## src/rtl/mem_store_buf_pkg.sv

```systemverilog
`default_nettype none
// ============================================================================
// Module      : mem_store_buf_pkg
// Description : Store-size encodings and byte-mask base constants for the
//               memory-stage store buffer.
// Revision    : 1.0 - initial release
// ============================================================================

package mem_store_buf_pkg;

  typedef enum logic [1:0] {
    SZ_SB = 2'd0,
    SZ_SH = 2'd1,
    SZ_SW = 2'd2,
    SZ_SD = 2'd3
  } st_size_e;

  localparam logic [7:0] c_mask_sb = 8'h01;
  localparam logic [7:0] c_mask_sh = 8'h03;
  localparam logic [7:0] c_mask_sw = 8'h0F;
  localparam logic [7:0] c_mask_sd = 8'hFF;

  // Byte-enable pattern for an access of the given size at lane 0.
  function automatic logic [7:0] size_mask(input st_size_e sz);
    logic [7:0] m;
    case (sz)
      SZ_SB:   m = c_mask_sb;
      SZ_SH:   m = c_mask_sh;
      SZ_SW:   m = c_mask_sw;
      default: m = c_mask_sd;
    endcase
    return m;
  endfunction

endpackage

`default_nettype wire

```

## src/rtl/mem_store_buf_store_align.sv

```systemverilog
`default_nettype none
// ============================================================================
// Module      : store_align
// Description : Combinational alignment check, byte-mask generation and
//               lane shift for an incoming store.
// Revision    : 1.0 - initial release
// ============================================================================

module store_align
  import mem_store_buf_pkg::*;
#(
  parameter int CPU_WIDTH = 64
) (
  input  logic [CPU_WIDTH-1:0] addr,
  input  logic [CPU_WIDTH-1:0] data,
  input  logic [1:0]           size,
  output logic                 aligned,
  output logic [CPU_WIDTH-1:0] waddr,
  output logic [63:0]          wdata,
  output logic [7:0]           mask
);

  logic [2:0]  w_off;
  logic [63:0] w_data64;
  st_size_e    w_size;

  assign w_off    = addr[2:0];
  assign w_size   = st_size_e'(size);
  assign w_data64 = 64'(data);

  always_comb begin
    aligned = 1'b1;
    case (w_size)
      SZ_SH:   aligned = (w_off[0] == 1'b0);
      SZ_SW:   aligned = (w_off[1:0] == 2'b00);
      SZ_SD:   aligned = (w_off == 3'b000);
      default: aligned = 1'b1;
    endcase
  end

  // Bytes shifted past lane 7 fall off; a misaligned request never lands anyway.
  assign mask  = size_mask(w_size) << w_off;
  assign wdata = w_data64 << {w_off, 3'b000};
  assign waddr = {addr[CPU_WIDTH-1:3], 3'b000};

endmodule

`default_nettype wire

```

## src/rtl/mem_store_buf.sv

```systemverilog
`default_nettype none
// ============================================================================
// Module      : mem_store_buf
// Description : In-order store queue between the memory stage and the data
//               memory write port, with load-address conflict detection.
// Revision    : 1.0 - initial release
// ============================================================================

module mem_store_buf
  import mem_store_buf_pkg::*;
#(
  parameter int DEPTH     = 4,
  parameter int CPU_WIDTH = 64
) (
  input  logic                 clk,
  input  logic                 rst,
  input  logic                 st_valid,
  output logic                 st_ready,
  input  logic [CPU_WIDTH-1:0] st_addr,
  input  logic [CPU_WIDTH-1:0] st_data,
  input  logic [1:0]           st_size,
  output logic                 st_err,
  output logic                 mem_wvalid,
  input  logic                 mem_wready,
  output logic [CPU_WIDTH-1:0] mem_waddr,
  output logic [63:0]          mem_wdata,
  output logic [7:0]           mem_wmask,
  input  logic [CPU_WIDTH-1:0] ld_chk_addr,
  output logic                 ld_conflict,
  output logic                 drained
);

  localparam int PTR_W = $clog2(DEPTH);
  localparam int CNT_W = PTR_W + 1;
  localparam logic [CNT_W-1:0] c_full = CNT_W'(DEPTH);

  logic [PTR_W-1:0]     r_head;
  logic [PTR_W-1:0]     r_tail;
  logic [CNT_W-1:0]     r_count;
  logic [DEPTH-1:0]     r_valid;
  logic                 r_st_err;

  logic [CPU_WIDTH-1:0] r_waddr [DEPTH];
  logic [63:0]          r_wdata [DEPTH];
  logic [7:0]           r_wmask [DEPTH];

  logic                 w_aligned;
  logic [CPU_WIDTH-1:0] w_waddr;
  logic [63:0]          w_wdata;
  logic [7:0]           w_wmask;
  logic                 w_req;
  logic                 w_push;
  logic                 w_pop;
  logic [DEPTH-1:0]     w_match;
  logic                 w_unused;

  store_align #(
    .CPU_WIDTH(CPU_WIDTH)
  ) u_store_align (
    .addr    (st_addr),
    .data    (st_data),
    .size    (st_size),
    .aligned (w_aligned),
    .waddr   (w_waddr),
    .wdata   (w_wdata),
    .mask    (w_wmask)
  );

  assign st_ready   = (r_count != c_full);
  assign w_req      = st_valid & st_ready;
  assign w_push     = w_req & w_aligned;
  assign mem_wvalid = (r_count != '0);
  assign w_pop      = mem_wvalid & mem_wready;
  assign drained    = (r_count == '0);
  assign st_err     = r_st_err;

  assign mem_waddr  = r_waddr[r_head];
  assign mem_wdata  = r_wdata[r_head];
  assign mem_wmask  = r_wmask[r_head];

  assign w_unused   = &{1'b0, ld_chk_addr[2:0]};

  always_ff @(posedge clk or posedge rst) begin
    if (rst) begin
      r_head   <= '0;
      r_tail   <= '0;
      r_count  <= '0;
      r_valid  <= '0;
      r_st_err <= 1'b0;
    end else begin
      r_st_err <= w_req & ~w_aligned;
      if (w_push) begin
        r_tail          <= r_tail + PTR_W'(1);
        r_valid[r_tail] <= 1'b1;
      end
      // head == tail with both push and pop cannot occur: that needs empty and full at once
      if (w_pop) begin
        r_head          <= r_head + PTR_W'(1);
        r_valid[r_head] <= 1'b0;
      end
      case ({w_push, w_pop})
        2'b10:   r_count <= r_count + CNT_W'(1);
        2'b01:   r_count <= r_count - CNT_W'(1);
        default: r_count <= r_count;
      endcase
    end
  end

  always_ff @(posedge clk) begin
    if (w_push) begin
      r_waddr[r_tail] <= w_waddr;
      r_wdata[r_tail] <= w_wdata;
      r_wmask[r_tail] <= w_wmask;
    end
  end

  // Doubleword-granular match against entries already in the queue only.
  generate
    for (genvar gi = 0; gi < DEPTH; gi++) begin : g_match
      assign w_match[gi] = r_valid[gi] &&
                           (r_waddr[gi][CPU_WIDTH-1:3] == ld_chk_addr[CPU_WIDTH-1:3]);
    end
  endgenerate

  assign ld_conflict = |w_match;

endmodule

`default_nettype wire

```

## config.mk

```make
export PLATFORM = sky130hd
export DESIGN_NAME = mem_store_buf
export DESIGN_NICKNAME = d
export VERILOG_FILES = /design/src/rtl/mem_store_buf_pkg.sv /design/src/rtl/mem_store_buf_store_align.sv /design/src/rtl/mem_store_buf.sv
export SDC_FILE = /design/constraint.sdc
export NUM_CORES = 1
export LEC_CHECK = 0
export BUFFER_PORTS_ARGS = -buffer_cell sky130_fd_sc_hd__buf_2
export CORE_MARGIN = 2
export CORE_UTILIZATION = 43
export DETAILED_ROUTE_END_ITERATION = 6
export PLACE_DENSITY_LB_ADDON = 0.08
export SYNTH_ARGS = -nofsm -noshare
export SYNTH_HDL_FRONTEND = slang
export SYNTH_HIERARCHICAL = 1
export SYNTH_SLANG_ARGS = --single-unit
```

## constraint.sdc

```tcl
create_clock -name clk -period 7.08 [get_ports clk]
set_clock_uncertainty 0.05 [all_clocks]
set_input_delay 1.062 -clock clk [delete_from_list [all_inputs] [get_ports clk]]
set_output_delay 1.062 -clock clk [all_outputs]
set_load 0.03 [all_outputs]
```

# Word-level counts from Yosys, hierarchy flattened
# Memory sizes are Yosys's and may differ from the RTL's.
# Cells that the tools add are included.
# totals
ff_bits,12
ram_bits,532
input_bits,198
output_inout_bits,141
elab_cells,61
memories,3
# mem_list
name,depth,width,rd,rd_clocked_by_memory_dff,wr,line_no,source
r_wdata,4,64,1,0,1,mem_store_buf.sv:44,logic [63:0] r_wdata [DEPTH];
r_waddr,4,61,5,0,1,mem_store_buf.sv:43,logic [CPU_WIDTH-1:0] r_waddr [DEPTH];
r_wmask,4,8,1,0,1,mem_store_buf.sv:45,logic [7:0] r_wmask [DEPTH];
# op_classes
addsub,4
magnitude_cmp,4
n_eq_ne,10
shift,2
n_mux,11
n_bitwise,9
reduce_logical,13
# op_table
operator,count
$eq 61x61->1,4
$shl 64x6->64,1
$pmux 8 s3,1
$mux 4,2
$shl 8x3->8,1
$eq 2x2->1 const B,3
$logic_and 1x1->1,6
$logic_not 3->1,2
$lt 2x3->1 const B,2
$pmux 3 s2,1
$add 2x1->2 const B,2
$and 1x1->1,4
$and 4x4->4,1
$demux 1 s2,2
$eq 2x1->1 const B,2
$ge 2x1->1 const B,2
$logic_not 2->1,2
$mux 1,4
$not 4->4,1
$or 4x4->4,1
$reduce_or 4->1,1
$add 3x1->3 const B,1
$ne 3x3->1 const B,1
$pmux 1 s3,1
other kinds (4),5

# Longest topological paths before layout
# logic_depth
depth_word,8
depth_mapped,16
ltp_nobuf,11

# By module
# The synthesis kept the hierarchy.
# by_module_without_submodules
mod,instances,cells_each,area_per_inst_um2,seq_area_each_um2
mem_store_buf,1,1184,23177.2,16636.0
store_align,1,327,2238.4,0.0

# Worst setup path before layout
# No wires, ideal clock.
# synth_path
kind,input port to flip-flop
from,input st_addr[0]
to,memory r_waddr[0][0] in the netlist's numbering (enable)
setup_time_ps,512
arrival_ps,5562
t_required_ps,6518
path_slack_ps,956
cell_stages,10
path_buffers,5
cell_sequence,buf_4 > buf_12 > buf_2 > inv_1 > clkbuf_1 > nand2_1 > a21oi_1 > and3_1 > clkbuf_1 > and2_1
# synth_between
elab_chain_len,5
elab_cells_between_ends,7
cone_classes,mux: 3; bitwise: 2; reduce/logical: 2
# synth_lines
item,line_no,source
from (decl),mem_store_buf.sv:19,"input logic [CPU_WIDTH-1:0] st_addr,"
"$logic_not 3->1, or another cell as far along",mem_store_buf_store_align.sv:36,SZ_SD: aligned = (w_off == 3'b000);
$pmux 1 s3 (*),mem_store_buf_store_align.sv:33,case (w_size)
net w_aligned,mem_store_buf.sv:47,logic w_aligned;
$and 1x1->1 (*),mem_store_buf.sv:71,assign w_push = w_req & w_aligned;
$mux 1 (*),mem_store_buf.sv:110,if (w_push) begin
$mux 1 (not written as such) (*),mem_store_buf.sv:111,r_waddr[r_tail] <= w_waddr;
to (decl),mem_store_buf.sv:43,
# The timed path passes the listed nets; every way through them passes the cells marked *.

# Worst setup path after layout
# layout_path
from,input ld_chk_addr[33]
to,output ld_conflict
# layout_between
elab_chain_len,3
elab_cells_between_ends,9
cone_classes,eq/ne: 4; reduce/logical: 5
# layout_lines
item,line_no,source
from (decl),mem_store_buf.sv:28,"input logic [CPU_WIDTH-1:0] ld_chk_addr,"
$eq 61x61->1,mem_store_buf.sv:121,(r_waddr[gi][CPU_WIDTH-1:3] == ld_chk_addr[CPU_WIDTH-1:3]);
$logic_and 1x1->1,mem_store_buf.sv:120,assign w_match[gi] = r_valid[gi] &&
$reduce_or 4->1 (*),mem_store_buf.sv:125,assign ld_conflict = |w_match;
to (decl),mem_store_buf.sv:29,"output logic ld_conflict,"
# Every way passes the cells marked *; elsewhere a longest branch is shown, timed or not.

==> key figures <==
Clock tree
  – Clock buffer count from CTS: 59
  – Clock slew at reported path FFs: 0.05 ns
  – CTS tree: done
  – Hold buffer count at cts: 0
  – Post-CTS Setup Repair Bufs: 0
  – Post-CTS sizing: 0
  – Sink Count: 556
  – Max clock buf depth: 3
  – Clk root buf: clkbuf_16
  – CTS H-Tree Depth: 2
  – Later-pin clock latency in the skew report: a little over 0.6 ns

Logic synthesis
  – Unique masters post-synth: 53
  – Post-synth EDFFs: 544
  – Flops & latches, synth: around 560
  – Sequential area share after synthesis: 0.655
  – Mean post-synth cell area: between 15 and 20 um2
  – Top FF cell, synth: edfxtp_1
  – Ys Warns: 6
  – Syn Inst Count: around 1,500
  – Cell Area, Synth: 0.0254 mm2
  – FFs w/ async S/R, synth: 0.0216

Setup path
  – Crit Reg-Reg Endpoint: r_wdata[1][22]
  – R2R Setup Slk: 4.38 ns
  – Crit. Startpoint: ld_chk_addr[33]
  – Worst EP arrival: roughly 3.3 ns
  – Critical path peak fanout: 4
  – Worst R2R Path Depth: 5
  – Type of element capturing the critical path: output pin
  – R2r startpoint: r_count[0]
  – Worst setup SP type: input pin
  – WS Path Type: input pin to output pin
  – Worst Path Required: around 6.0 ns

GRT
  – GR Overflow Total: 0
  – Global-route wire length before repair: between 100 and 150 mm
  – Vias in the first global route: between 15,000 and 20,000
  – Initial antenna violation count: 16
  – GRT Resource Usage Total: 0.252
  – Largest net degree at the start of global routing: 78

Power and ir drop
  – Power, Total: roughly 11 mW
  – Pwr Density: about 380 mW/mm2
  – Leakage: 10.2 nW
  – VDD IR-drop max: ~0.29 mV

Floorplanning
  – I/O pin cnt: roughly 340
  – Die Width: 247 um
  – Die Y: 247 um
  – DIE AREA: 0.0611 mm2
  – Core Area: 0.0587 mm2
  – # rows: 89
  – Initial Utilization: 0.433

Routing
  – DRC marker count from the first detailed-route iteration: about 1,300
  – Number of routed nets with antenna violations: 0
  – DRC viols: 0
  – Avg WL per Cell: roughly 30 um
  – Vias per cell: between 5 and 6
  – Final WL: 76.9 mm
  – Vias post-DR: ~15,000
  – Drt first pass iters: 6

Cells and area
  – Layout area overhead: 15.8%
  – Layout cell share with drive strength beyond 1: 0.346
  – Nets: 1,983
  – Final core utilization: 0.502
  – Finished Cell Area: 0.0294 mm2

Placement
  – Post-DP HPWL: 54.7 mm
  – Post-DP Area: 0.0274 mm2
  – IO Port Bufs: 335
  – GP Congestion: 0.946

Timing
  – RSZ-0062 raised after global routing: false
  – Max Clk Rate: ~230 MHz
  – Tcrit/Tclk final: 0.625
  – Tmin final: 4.43 ns
  – Fin. Hold Viols: 0
  – Max Slew Vio Count: 0
  – TNS Setup: 0 ns
  – Slew headroom: 0.296
  – # setup viols final: 0
  – Worst Tran Pin Value: 1.06 ns

Run status
  – Status: complete, no violations

Min path
  – Min-delay worst type: input pin to async pin

Flow run
  – Max cap viols: 0
-- synthesized netlist by cell type, types with 2 or more instances --
master / count / area (um2)
o221ai_1: 6 / 52.6
buf_4: 68 / 510
dfrtp_1: 12 / 300
clkbuf_1: 39 / 146
nor4_2: 2 / 25.0
mux2_2: 40 / 450
nor2_1: 43 / 161
mux4_2: 136 / 3060
edfxtp_1: 544 / 16300
inv_1: 61 / 229
buf_2: 29 / 145
ha_1: 9 / 113
mux2i_1: 20 / 200
a21oi_1: 11 / 55.1
o22ai_1: 36 / 225
a22oi_1: 17 / 128
o21a_1: 2 / 15.0
clkbuf_2: 2 / 10.0
inv_2: 4 / 15.0
and3_1: 9 / 56.3
buf_1: 6 / 22.5
o2bb2ai_1: 8 / 70.1
o2111ai_1: 7 / 61.3
nor3_1: 6 / 30.0
xnor2_1: 127 / 1110
nor2b_1: 9 / 56.3
o21ai_0: 14 / 70.1
nand2_1: 32 / 120
a222oi_1: 10 / 100
and2_1: 13 / 81.3
a221oi_1: 12 / 105
nand2b_1: 30 / 188
a2bb2oi_1: 8 / 70.1
a22o_1: 5 / 43.8
nor4_1: 23 / 144
or2_2: 3 / 18.8
a2111o_1: 2 / 22.5
xor2_1: 50 / 438
buf_6: 3 / 33.8
nand4_1: 39 / 244
nand3_1: 2 / 10.0
-- through the flow --
stage	hold WS (ns)	setup slack, ns	instances
after floorplan	0.406	0.956	1513
after global placement	0.426	2.53	2487
after detailed placement	0.429	2.52	2487
after CTS	0.439	2.57	2599
after global routing	0.450	2.48	2599
final	0.440	2.65	2605
-- critical path, stage by stage --
cell     delay, ns
buf_2         0.14
xnor2_1       0.62
nand4_1       0.38
nor4_1        0.35
nand4_1       0.17
o22ai_1       0.21
a211o_1       0.18
buf_2         0.21
-- kinds of logic (layout without fill, tap and decap cells) --
family	after synthesis	after routing	synth area share
AND/OR/NAND/NOR	216	216	0.0466
AO/OA/AOI/OAI	141	141	0.0412
buffers and inverters	213	526	0.0446
multiplexers	196	196	0.146
other	1	9	0.000148
adder cells (fa/ha/maj)	10	10	0.00522
flip-flops	556	556	0.655
XOR/XNOR	178	178	0.0616
-- final cells by class --
| cell class | count | area (um2) |
|---|---|---|
| Clock inverter | 31 | 418 |
| Inverter | 65 | 244 |
| Timing Repair Buffer | 349 | 1860 |
| Clock buffer | 81 | 1620 |
| Sequential cell | 556 | 16600 |
| Fill cell | 4981 | 29300 |
| Antenna cell | 6 | 15.0 |
| Multi-Input combinational cell | 744 | 7670 |
| Tap cell | 773 | 967 |
-- worst max path at each step --
stage	endpoint	depth (start not counted)
6_report	ld_conflict	8
5_1_grt	mem_waddr[15]	3
4_1_cts	ld_conflict	8
3_5_place_dp	r_wdata[1][24]	7
3_3_place_gp	r_wdata[1][24]	7
2_1_floorplan	r_waddr[0][0]	10
-- cell usage in the layout (no fill, tap or decap), drive strengths merged, types with 10 or more instances in the layout --
master and instances:
a21oi 11, a221oi 12, a222oi 10, a22oi 17
and2 14, buf 349, bufinv 10, clkbuf 81
clkinv 17, dfrtp 12, edfxtp 544, inv 66
mux2 40, mux2i 20, mux4 136, nand2 32
nand2b 30, nand4 39, nor2 43, nor4 26
o21ai 14, o22ai 36, xnor2 128, xor2 50
-- flip-flops by register name, indices dropped and copies added (netlist names) --
signal / count
r_count: 3
r_head: 2
r_tail: 2
r_valid: 4
r_waddr: 256
r_wdata: 256
r_wmask: 32
st_err: 1
-- power breakdown --
group | switching [mW] | internal [mW] | leakage [nW]
logic | 2.27 | 1.30 | 4.11
registers | 0.284 | 3.99 | 5.10
clock network | 1.28 | 1.96 | 0.985
total | 3.83 | 7.25 | 10.2
-- per-layer routing --
| layer | global-route usage | share of wire | wire (um) |
|---|---|---|---|
| met2 | 0.451 | 0.53 | 40500 |
| met1 | 0.311 | 0.38 | 29300 |
| met4 | 0.0663 | 0.026 | 1970 |
| met3 | 0.0480 | 0.066 | 5100 |
| met5 | 0 | 0.0010 | 77 |
No activity file was read; power rests on OpenSTA's default activity.
